### config.mk
export PLATFORM = sky130hd
export DESIGN_NAME = buma_decode_serial_flat
export DESIGN_NICKNAME = d
export VERILOG_FILES = /design/src/rtl/buma_decode_serial_pkg.sv /design/src/rtl/buma_decode_serial_if.sv /design/src/rtl/buma_decode_serial_neg_bit_cell.sv /design/src/rtl/buma_decode_serial.sv /design/src/flat_wrapper.sv
export SDC_FILE = /design/constraint.sdc
export NUM_CORES = 1
export LEC_CHECK = 0
export CAP_MARGIN = 10
export CORE_ASPECT_RATIO = 2
export CORE_MARGIN = 10
export CORE_UTILIZATION = 30
export DETAILED_ROUTE_END_ITERATION = 10
export DONT_BUFFER_PORTS = 1
export MAX_ROUTING_LAYER = met4
export RECOVER_POWER = 50
export SETUP_SLACK_MARGIN = 0.4
export SLEW_MARGIN = 20
export SYNTH_ARGS = -nofsm -noshare
export SYNTH_HDL_FRONTEND = slang
export SYNTH_SLANG_ARGS = --single-unit
### constraint.sdc
create_clock -name clk -period 3.45 [get_ports clk]
set_clock_uncertainty 0.15 [all_clocks]
set_input_delay 0.345 -clock clk [delete_from_list [all_inputs] [get_ports clk]]
set_output_delay 0.345 -clock clk [all_outputs]
set_load 0.005 [all_outputs]
### src/rtl/buma_decode_serial_pkg.sv
// Shared constants for the complement-code datapath (decode side and adder).
// Latency: n/a (constants only).
// Backpressure: n/a.
package buma_decode_serial_pkg;

    // Default word width, shared with the complement adder.
    localparam int WORD_W = 32;

    // Controller state encoding.
    localparam logic [1:0] ST_IDLE  = 2'd0;
    localparam logic [1:0] ST_SHIFT = 2'd1;
    localparam logic [1:0] ST_DONE  = 2'd2;

endpackage

### src/rtl/buma_decode_serial_if.sv
// Handshake bundle for the serial two's-complement -> sign-magnitude decoder.
// Latency: n/a (wiring only).
// Backpressure: in_valid/in_ready on the input word, out_valid/out_ready on the result.
// Ports: in_valid, I (word in), in_ready; out_valid, O, overflow (result), out_ready; busy.
// master drives the word and consumes the result; slave is the converter.
interface buma_decode_serial_if #(
    parameter int WIDTH = buma_decode_serial_pkg::WORD_W
);
    logic             in_valid;
    logic             in_ready;
    logic [WIDTH-1:0] I;
    logic             out_valid;
    logic             out_ready;
    logic [WIDTH-1:0] O;
    logic             overflow;
    logic             busy;

    modport master (
        output in_valid, I, out_ready,
        input  in_ready, out_valid, O, overflow, busy
    );

    modport slave (
        input  in_valid, I, out_ready,
        output in_ready, out_valid, O, overflow, busy
    );
endinterface

### src/rtl/buma_decode_serial_neg_bit_cell.sv
// One bit of serial two's-complement negation (copy up to first 1, invert above).
// Latency: combinational.
// Backpressure: none; the caller sequences bits.
// Ports: b (current bit, LSB first), sign (negate enable), seen_one (a 1 has passed)
//        -> outbit (negated or passed-through bit), seen_one_next.
module neg_bit_cell (
    input  logic b,
    input  logic sign,
    input  logic seen_one,
    output logic outbit,
    output logic seen_one_next
);
    // Positive words pass straight through so timing is data independent.
    assign outbit        = (sign && seen_one) ? ~b : b;
    assign seen_one_next = seen_one | b;
endmodule

### src/rtl/buma_decode_serial.sv
// Bit-serial two's-complement to sign-magnitude converter with most-negative overflow flag.
// Latency: accept at edge k, out_valid high after edge k+WIDTH-1; one word per WIDTH+1 cycles max.
// Backpressure: result held in DONE until out_ready; in_ready low whenever not IDLE.
// Ports: clk, reset (async, active-high), bus (slave side of buma_decode_serial_if).
module buma_decode_serial
    import buma_decode_serial_pkg::*;
#(
    parameter int WIDTH = WORD_W
) (
    input  logic                clk,
    input  logic                reset,
    buma_decode_serial_if.slave bus
);
    // Counter only needs to reach WIDTH-2 (index of the last magnitude bit).
    localparam int               CNT_W    = (WIDTH > 2) ? $clog2(WIDTH - 1) : 1;
    localparam logic [CNT_W-1:0] CNT_LAST = CNT_W'(WIDTH - 2);

    logic [1:0]       state;
    logic [WIDTH-2:0] sr;
    logic [WIDTH-2:0] mag;
    logic [WIDTH-2:0] mag_next;
    logic [CNT_W-1:0] cnt;
    logic             sign;
    logic             seen_one;
    logic             outbit;
    logic             seen_one_next;

    neg_bit_cell u_cell (
        .b             (sr[0]),
        .sign          (sign),
        .seen_one      (seen_one),
        .outbit        (outbit),
        .seen_one_next (seen_one_next)
    );

    // Magnitude fills from the top so that after WIDTH-1 shifts bit 0 is the LSB.
    generate
        if (WIDTH > 2) begin : g_mag_wide
            assign mag_next = {outbit, mag[WIDTH-2:1]};
        end else begin : g_mag_one
            assign mag_next = outbit;
        end
    endgenerate

    assign bus.in_ready  = (state == ST_IDLE) && !reset;
    assign bus.busy      = (state == ST_SHIFT);
    assign bus.out_valid = (state == ST_DONE);

    always_ff @(posedge clk or posedge reset) begin
        if (reset) begin
            state        <= ST_IDLE;
            sr           <= '0;
            mag          <= '0;
            cnt          <= '0;
            sign         <= 1'b0;
            seen_one     <= 1'b0;
            bus.O        <= '0;
            bus.overflow <= 1'b0;
        end else begin
            case (state)
                ST_IDLE: begin
                    if (bus.in_valid && bus.in_ready) begin
                        sr       <= bus.I[WIDTH-2:0];
                        sign     <= bus.I[WIDTH-1];
                        seen_one <= 1'b0;
                        cnt      <= '0;
                        state    <= ST_SHIFT;
                    end
                end
                ST_SHIFT: begin
                    sr       <= sr >> 1;
                    mag      <= mag_next;
                    seen_one <= seen_one_next;
                    cnt      <= cnt + CNT_W'(1);
                    if (cnt == CNT_LAST) begin
                        bus.O        <= {sign, mag_next};
                        // Negative with no 1 anywhere below the sign: 100..0 has no magnitude.
                        bus.overflow <= sign & ~seen_one_next;
                        state        <= ST_DONE;
                    end
                end
                ST_DONE: begin
                    if (bus.out_ready) begin
                        state <= ST_IDLE;
                    end
                end
                default: state <= ST_IDLE;
            endcase
        end
    end
endmodule

### src/flat_wrapper.sv
// flat-port wrapper written by rule: the top's interface ports become plain ports
module buma_decode_serial_flat import buma_decode_serial_pkg::*;
#(
    parameter int WIDTH = WORD_W
)
  (clk, reset, bus_in_valid, bus_I, bus_out_ready, bus_in_ready, bus_out_valid, bus_O, bus_overflow, bus_busy);
  buma_decode_serial_if #(.WIDTH(WIDTH)) bus_i ();
  input  logic clk;
  input  logic reset;
  input wire logic [$bits(bus_i.in_valid)-1:0] bus_in_valid;
  input wire logic [$bits(bus_i.I)-1:0] bus_I;
  input wire logic [$bits(bus_i.out_ready)-1:0] bus_out_ready;
  output wire logic [$bits(bus_i.in_ready)-1:0] bus_in_ready;
  output wire logic [$bits(bus_i.out_valid)-1:0] bus_out_valid;
  output wire logic [$bits(bus_i.O)-1:0] bus_O;
  output wire logic [$bits(bus_i.overflow)-1:0] bus_overflow;
  output wire logic [$bits(bus_i.busy)-1:0] bus_busy;
  assign bus_i.in_valid = bus_in_valid;
  assign bus_i.I = bus_I;
  assign bus_i.out_ready = bus_out_ready;
  assign bus_in_ready = bus_i.in_ready;
  assign bus_out_valid = bus_i.out_valid;
  assign bus_O = bus_i.O;
  assign bus_overflow = bus_i.overflow;
  assign bus_busy = bus_i.busy;
  buma_decode_serial #(.WIDTH(WIDTH)) u_core (.clk(clk), .reset(reset), .bus(bus_i));
endmodule
==> metrics.txt <==
final wirelength 9920 um; worst path required time 3580 ps; clock-pin slew on the worst setup and hold paths 70 ps; mean number of vias per cell 4.94; die footprint 20,200 um^2; # setup viols final 0; Yosys reg bits 103; CP Launch Type input port; Final Util 33.9%; per-cell routed wire length 17.2 um; Finished Layout Cells 576; synth-to-layout area growth 10.9%; area of the multi-input gates 1620 um^2; DR iter-0 viols 117; VDD IR max 368 uV; Clock Sinks 103; FMAX 452 MHz; Synth top area share 58.7%; Area contributors post-synth dfrtp_1 (59%), mux2_4 (9.9%), o22ai_1 (8.6%); register area share after synthesis 58.7%; die height 191 um; Yosys top cell by area dfrtp_1; Port Buffer Count 0; crit end category asynchronous set/reset pin; Slew @ Worst Pin 1150 ps; RSZ-0062 raised after global routing no; Rel. slew slack 23.7%; syn_nets 426; Seq. cell area 2580 um^2; Post-CTS Setup Bufs 0; top cells by count, synth dfrtp_1 (103), nand2_1 (97), o22ai_1 (60); die width 106 um; TritonCTS buffer count 9; Crit Path Max Fanout 22; hpwl dp 6930 um; gpl congestion 0.701; Rows 62; top-count cell post-synth dfrtp_1; Hold Path Class in -> reg; CTS tree yes; number of global-route vias before repair 2,845; largest net degree at the start of global routing 63; Synth Cell Area 4390 um^2; total number of vias 2,848; post-route DRC violation count 0; diode count 0; Placed Cells 557; Clock power frac 26.3%; Pint 2.78 mW; final slew viol count 0; antenna-violating nets left 0; share of layout cells above drive strength 1 15.6%; Avg Inst Size Synth 11.3 um^2; Post-synth ARST share 100%; Final TNS setup 0 ps; Final Critical Period 2210 ps; Ys Warns 0; Initial Util 30.6%; H-tree Lvls 3; global-route wire length before repair 16,100 um; Final Cell Area 4870 um^2; Logic pwr share 25.1%; Yosys cell types 31; Net Sw Power 1.39 mW; CTS Buffer Depth 2; DRT Pass-1 Iters 4; PD cells 857 nW/um^2; WP data arrival 2340 ps; cells after synthesis 388; Tcrit/Tclk final 64.1%; grt ovf 0; CTS root buf clkbuf_16; max-cap check violation count 0; switch share 33.4%; Design Power 4.17 mW; # nets final 417; IO Count 72; status finished, final reports clean; # resized after CTS 0; Top FF cell, synth dfrtp_1; setup slack, reg-to-reg 1270 ps; clock latency on the worst-skew pair 340 ps; Post-DP Area 4500 um^2; # fillers 1,414; part of the power in registers 48.6%; Post-synth EDFFs 0; core area 14,400 um^2; Leakage Power 2.08 nW; Total GRT Usage 10.3%; CP Class in -> async; Final Hold Vio Count 0; initial antenna violation count 0
[power by group through the flow]
stage	logic, mW	registers (mW)	clock network (mW)
6_report	1.05	2.03	1.10
5_1_grt	1.20	2.10	1.18
4_1_cts	1.07	2.04	1.13
3_5_place_dp	1.06	2.07	0
3_3_place_gp	1.01	2.04	0
2_1_floorplan	0.933	1.93	0
[per-layer routing]
layer	GRT usage, %	up-vias	wire length (um)
met3	2.87	17	656
met1	11.2	1401	3850
met5	-	-	0
met2	17.0	80	5220
li1	-	1350	-
met4	4.66	0	202
[worst max-delay path, cell delays in order]
cell	delay, ps
dlygate4sd3_1	560
clkinvlp_2	520
clkbuf_1	910
[area by class of cell]
cell class | instances | share of cell area, %
repair buffers | 7 | 1.62
well taps | 192 | 4.94
flip-flops and latches | 103 | 53.0
multi-input cells | 252 | 33.2
clock inverters | 6 | 1.88
clock buffers | 10 | 4.91
inverters | 6 | 0.489
[layout by cell type (no fill, tap or decap)]
cell type and instances:
a21o_1 1, o21ai_1 4, nand2_1 97, clkbuf_1 1, mux2_2 5, buf_4 2, nand4_2 1, ha_1 2
nor2b_4 1, dlygate4sd3_1 2, a21oi_1 34, or3b_1 1, inv_2 1, clkinvlp_4 3, bufinv_16 2, inv_1 4
o22ai_1 60, buf_12 2, nor2_8 1, nor2_1 2, nor3b_1 1, nor4b_1 1, o21a_1 1, nor3_1 1
clkbuf_8 1, clkbuf_16 9, or4b_1 1, clkinvlp_2 1, nand3_1 5, inv_6 1, dfrtp_1 103, xor2_1 2
nand2b_2 1, xnor2_1 1, mux2_4 29
[metrics by stage]
step | hold slack (ps) | worst slack, ps
floorplan | 296 | 1720
global placement | 308 | 1320
detailed placement | 309 | 1260
CTS | 7.24 | 1240
global route | 8.37 | 913
finish | 14.8 | 1240
[path summary, 6_finish.rpt]
kind                               startpoint         endpoint  cells past startpoint
worst min register to register  u_core.mag[1]    u_core.mag[1]                      2
worst max-delay path                    reset  u_core.state[0]                      3
max in group clk                u_core.cnt[0]  u_core.bus.O[7]                      5
min in group asynchronous               reset    u_core.sr[11]                      2
worst max register to register  u_core.cnt[0]  u_core.bus.O[7]                      5
worst min-delay path                bus_I[30]    u_core.sr[30]                      2
[sequential cells by signal, summed over array words and instances (netlist names)]
register / cells
u_core.mag: 30
u_core.bus.O: 32
u_core.bus.overflow: 1
u_core.seen_one: 1
u_core.state: 2
u_core.sign: 1
u_core.sr: 31
u_core.cnt: 5
[cell families after synthesis]
group                    count (synthesis)  synth area share, %
AND/OR/NAND/NOR                        113                 11.0
flip-flops                             103                 58.7
AO/OA/AOI/OAI                          100                 13.2
multiplexers                            34                 11.2
buffers and inverters                   33                 4.68
XOR/XNOR                                 3                0.599
adder cells (fa/ha/maj)                  2                0.570
[repair_timing]
action                     CTS  global route
hold buffers                 1             1
setup endpoints to repair    0             0
hold endpoints to repair     1            16
(Power assumes the default switching activity.)
